`config.mk`:
```
export PLATFORM = sky130hd
export DESIGN_NAME = memory_reader_flat
export DESIGN_NICKNAME = d
export VERILOG_FILES = /design/src/rtl/memory_reader_if.sv /design/src/rtl/memory_reader.sv /design/src/flat_wrapper.sv
export SDC_FILE = /design/constraint.sdc
export NUM_CORES = 1
export LEC_CHECK = 0
export CAP_MARGIN = 20
export CELL_PAD_IN_SITES_DETAIL_PLACEMENT = 0
export CELL_PAD_IN_SITES_GLOBAL_PLACEMENT = 1
export CORE_UTILIZATION = 30
export DETAILED_ROUTE_END_ITERATION = 8
export PLACE_DENSITY = 0.64
export SETUP_SLACK_MARGIN = 0.15
export SLEW_MARGIN = 20
export SYNTH_ARGS = -nofsm -noshare
export SYNTH_HDL_FRONTEND = slang
export SYNTH_SLANG_ARGS = --single-unit
```
`constraint.sdc`:
```
create_clock -name clk -period 3.5 [get_ports clk]
set_clock_uncertainty 0.1 [all_clocks]
set_input_delay 0.35 -clock clk [delete_from_list [all_inputs] [get_ports clk]]
set_output_delay 0.35 -clock clk [all_outputs]
set_load 0.05 [all_outputs]
```
`src/rtl/memory_reader_if.sv`:
```
// Bus bundle between the read sequencer, the byte memory and the downstream consumer.
// The master side is the sequencer. It drives the memory address and read enable, and it
// drives the output byte and its valid flag. The slave side is the memory and consumer
// pair seen from the outside.
interface memory_reader_if #(
  parameter int DATA_W = 8,
  parameter int ADDR_W = 2
);
  logic [DATA_W-1:0] mem_data;
  logic [ADDR_W-1:0] mem_addr;
  logic              mem_rd_en;
  logic [DATA_W-1:0] out_data;
  logic [ADDR_W-1:0] out_addr;
  logic              out_valid;
  logic              out_ready;

  modport master (
    input  mem_data,
    input  out_ready,
    output mem_addr,
    output mem_rd_en,
    output out_data,
    output out_addr,
    output out_valid
  );

  modport slave (
    output mem_data,
    output out_ready,
    input  mem_addr,
    input  mem_rd_en,
    input  out_data,
    input  out_addr,
    input  out_valid
  );
endinterface

```
`src/rtl/memory_reader.sv`:
```
// Read-side sequencer for the small byte memory.
// A start pulse walks every address from 0 upward. For each address the sequencer holds
// the address and read enable long enough for the read mux to settle, captures the byte,
// and offers it downstream on a valid/ready handshake. A one-cycle done pulse follows
// acceptance of the last byte.
module memory_reader #(
  parameter int DATA_W        = 8,
  parameter int ADDR_W        = 2,
  parameter int SETTLE_CYCLES = 2
) (
  input  logic clk,
  input  logic reset,
  input  logic start,
  memory_reader_if.master bus,
  output logic busy,
  output logic done
);

  typedef enum logic [1:0] {
    IDLE,
    SETTLE,
    PRESENT
  } state_t;

  // The capture edge is the one where the settle counter reaches this value.
  localparam logic [3:0] SETTLE_LAST = 4'(SETTLE_CYCLES - 1);
  localparam logic [ADDR_W-1:0] ADDR_MAX = '1;

  state_t     state;
  logic [3:0] settle_cnt;

  // Scan sequencer: every output is registered, and reset abandons any scan in progress.
  always_ff @(posedge clk or posedge reset) begin
    if (reset) begin
      state         <= IDLE;
      settle_cnt    <= '0;
      bus.mem_addr  <= '0;
      bus.mem_rd_en <= 1'b0;
      bus.out_data  <= '0;
      bus.out_addr  <= '0;
      bus.out_valid <= 1'b0;
      busy          <= 1'b0;
      done          <= 1'b0;
    end else begin
      done <= 1'b0;
      case (state)
        IDLE: begin
          if (start) begin
            state         <= SETTLE;
            bus.mem_addr  <= '0;
            bus.mem_rd_en <= 1'b1;
            settle_cnt    <= '0;
            busy          <= 1'b1;
          end
        end
        SETTLE: begin
          settle_cnt <= settle_cnt + 4'd1;
          if (settle_cnt == SETTLE_LAST) begin
            bus.out_data  <= bus.mem_data;
            bus.out_addr  <= bus.mem_addr;
            bus.out_valid <= 1'b1;
            state         <= PRESENT;
          end
        end
        PRESENT: begin
          if (bus.out_ready) begin
            bus.out_valid <= 1'b0;
            if (bus.mem_addr == ADDR_MAX) begin
              bus.mem_rd_en <= 1'b0;
              bus.mem_addr  <= '0;
              done          <= 1'b1;
              busy          <= 1'b0;
              state         <= IDLE;
            end else begin
              bus.mem_addr <= bus.mem_addr + 1'b1;
              settle_cnt   <= '0;
              state        <= SETTLE;
            end
          end
        end
        default: begin
          state <= IDLE;
        end
      endcase
    end
  end

endmodule
```
`src/flat_wrapper.sv`:
```
// flat-port wrapper written by rule: the top's interface ports become plain ports
module memory_reader_flat 
#(
  parameter int DATA_W        = 8,
  parameter int ADDR_W        = 2,
  parameter int SETTLE_CYCLES = 2
)
  (clk, reset, start, busy, done, bus_mem_data, bus_out_ready, bus_mem_addr, bus_mem_rd_en, bus_out_data, bus_out_addr, bus_out_valid);
  memory_reader_if #(.DATA_W(DATA_W), .ADDR_W(ADDR_W)) bus_i ();
  input  logic clk;
  input  logic reset;
  input  logic start;
  output logic busy;
  output logic done;
  input wire logic [$bits(bus_i.mem_data)-1:0] bus_mem_data;
  input wire logic [$bits(bus_i.out_ready)-1:0] bus_out_ready;
  output wire logic [$bits(bus_i.mem_addr)-1:0] bus_mem_addr;
  output wire logic [$bits(bus_i.mem_rd_en)-1:0] bus_mem_rd_en;
  output wire logic [$bits(bus_i.out_data)-1:0] bus_out_data;
  output wire logic [$bits(bus_i.out_addr)-1:0] bus_out_addr;
  output wire logic [$bits(bus_i.out_valid)-1:0] bus_out_valid;
  assign bus_i.mem_data = bus_mem_data;
  assign bus_i.out_ready = bus_out_ready;
  assign bus_mem_addr = bus_i.mem_addr;
  assign bus_mem_rd_en = bus_i.mem_rd_en;
  assign bus_out_data = bus_i.out_data;
  assign bus_out_addr = bus_i.out_addr;
  assign bus_out_valid = bus_i.out_valid;
  memory_reader #(.DATA_W(DATA_W), .ADDR_W(ADDR_W), .SETTLE_CYCLES(SETTLE_CYCLES)) u_core (.clk(clk), .reset(reset), .start(start), .bus(bus_i), .busy(busy), .done(done));
endmodule
```
==> impl_metrics.ini <==
[pwr]
swShare_pct = 44.40
internal_power_mw = 0.6449
power_density_nw_per_um2 = 888.8
max-vdd-ir-drop_v = 0.0003851
power_frac_clock_pct = 10.1
p_sw_mw = 0.5150
total_power_mw = 1.160
p_comb_share_pct = 54.7
p_seq_share_pct = 35.3
p_leak_nw = 0.5857

[route]
drcViolationCount = 0
drt_wl_total_mm = 1.757
vias_per_cell = 4.507
drt_iter0_drc = 10
post_drt_wl_per_cell_um = 11.87
vias = 667
postRouteAntennaNets = 0
drt-pass1-iter-count = 4

[clock_tree]
cts_buffer_depth = 2
cts_resized = 0
post_cts_buffers = 0
cts-root-buf = clkbuf_4
cts.sinks = 21
clk_pin_slew_worst_paths_ns = 0.12
insertion_delay_ns = 0.30
h-tree-depth = 1
ctsHoldBuffers = 0
tritoncts = done
cts_buffers = 3

[timing]
slew_headroom_pct = 48.35
slew_viol_final = 0
setup_viol = 0
rsz0062_at_grt = false
post-route-period-util_pct = 59.18
hold_viol_final = 0
setup_tns_ns = 0
tightestPinTransition_ns = 0.7739
layout_setup_ws_ns = 1.429
max_freq_ghz = 0.4828
fin_crit_ns = 2.071

[logic_synthesis]
syn_inst = 75
synth_warnings = 0
synth_edf_count = 0
yosysSeqAreaShare_pct = 54.05
yosysTopAreaCell = dfrtp_1
synth_top_area_share_pct = 54.05
synth_ff_type = dfrtp_1
avgSynthCellArea_um2 = 12.96
ys_seq_elements = 21
synthArstFlopShare_pct = 100.0
synthesis.area_um2 = 972.2
synth.distinct_cells = 29
synth_fp_nets = 91
synth.area.top_cells = dfrtp_1 (54%), mux2_2 (13%), ha_1 (5.1%)

[cells_and_area]
mostFrequentLayoutCell = clkdlybuf4s50_1
design_area_um2 = 1305
drive_above_1_share_pct = 18.27
multi_input_area_um2 = 412.9
diodes = 0
layout_common_cells = clkdlybuf4s50_1 (27), dfrtp_1 (21), mux2_2 (11), inv_1 (4), ha_1 (4)
seq_area_um2 = 525.5
area_growth_pct = 34.23
post-route-util_pct = 42.75
fillers = 312
fin_nets = 121

[worst_setup_path]
path_max_fanout = 7
path_class = register to output pin
critPathTopFamily = buffers and inverters
path_cells = clkdlybuf4s50_1
cp-end-kind = output pin
cp.required_ns = 3.05
slowest_stage = clkdlybuf4s50_1
crit_buf_inv = 1
slowest_delay_ns = 0.84
arrival_ns = 1.62
crit_path_start_kind = register

[grt]
grt_pass1_vias = 644
grt_pass1_wl_mm = 2.856
grt_start_max_net_pins = 22
overflow = 0
antenna_found_initial = 0
grt_usage_pct = 11.28

[floorplan]
coreArea_um2 = 3053
die_y_um = 58.93
die_w_um = 58.93
top_level_ports = 28
rows = 20
initial_core_util_pct = 31.84
fp.dieArea_um2 = 3472

[place]
place_area_um2 = 1279
dp_hpwl_mm = 1.260
dp_slack_ns = 1.682
port_buffers = 27
gp_congestion = 0.8046

[hold_path]
hp-class = primary input to async pin

[flow_run]
drv_cap = 0

[outcome]
outcome = completed
## worst register-to-register path, stage by stage (launching register included)
cell	delay, ns
dfrtp_1	0.43
inv_1	0.07
ha_1	0.13
nor3b_4	0.23
nand2_1	0.33
mux2_2	0.38
## cell families (layout without fill, tap and decap cells)
| group | after synthesis | in the layout | share of synthesized area, % |
|---|---|---|---|
| adders and majority gates | 4 | 4 | 5.148 |
| AOI/OAI and AO/OA | 17 | 17 | 12.74 |
| buffers and inverters | 6 | 35 | 3.475 |
| muxes | 11 | 11 | 12.74 |
| and+or+nand+nor | 15 | 15 | 10.94 |
| xor gates and xnor gates | 1 | 1 | 0.9011 |
| DFF | 21 | 21 | 54.05 |
## cell type report
| type | instances | share of cell area (%) |
|---|---|---|
| Clock buffer | 4 | 2.013 |
| Inverter | 4 | 1.151 |
| Multi-Input combinational cell | 48 | 31.64 |
| Sequential cell | 21 | 40.27 |
| Tap cell | 44 | 4.219 |
| Timing Repair Buffer | 27 | 20.71 |
## flip-flops by register name, summed over array words and instances, names as in the netlist
register,count
u_core.bus.out_valid,1
u_core.busy,1
u_core.settle_cnt,4
u_core.bus.mem_addr,2
u_core.bus.out_addr,2
u_core.done,1
u_core.state,2
u_core.bus.out_data,8
## per-layer routing
metal / vias up / global-route usage (%) / part of all wire [%]
met5: - / 0 / 0
met4: 0 / 4.082 / 0.68
met3: 2 / 4.615 / 5.0
met2: 17 / 18.18 / 46
met1: 322 / 13.53 / 48
li1: 326 / - / -
## through the flow
step | hold slack, ns | instances
floorplan | 0.2265 | 75
global placement | 0.3850 | 144
detailed placement | 0.3921 | 144
CTS | 0.4192 | 148
global route | 0.4353 | 148
finish | 0.3784 | 148
## worst paths after layout
path | startpoint | end | slack, ns | cells past startpoint
min | reset | u_core.bus.out_data[6] | 0.38 | 2
min in group clk | u_core.bus.out_data[4] | u_core.bus.out_data[4] | 0.41 | 1
max | u_core.bus.mem_addr[0] | bus_mem_addr[0] | 1.43 | 1
min reg2reg | u_core.bus.out_data[4] | u_core.bus.out_data[4] | 0.41 | 1
max in group asynchronous | reset | u_core.bus.out_data[4] | 2.43 | 2
max reg2reg | u_core.settle_cnt[1] | u_core.bus.out_data[5] | 1.73 | 5
## power groups by stage
stage	Sequential (mW)	Combinational [mW]	Clock [mW]
global route	0.423	0.674	0.133
CTS	0.410	0.641	0.123
floorplan	0.633	0.232	0
detailed placement	0.414	0.640	0
finish	0.409	0.634	0.117
global placement	0.413	0.639	0
## Yosys cell counts (2+ instances only)
cell      count
ha_1          4
a22o_1        3
a21oi_1       2
nand2_1       2
dfrtp_1      21
o22ai_1       2
nor2_1        2
inv_1         4
o21bai_1      2
and2b_2       3
mux2_2       11
o21ai_0       2
Power figures use the tool's default switching activity.
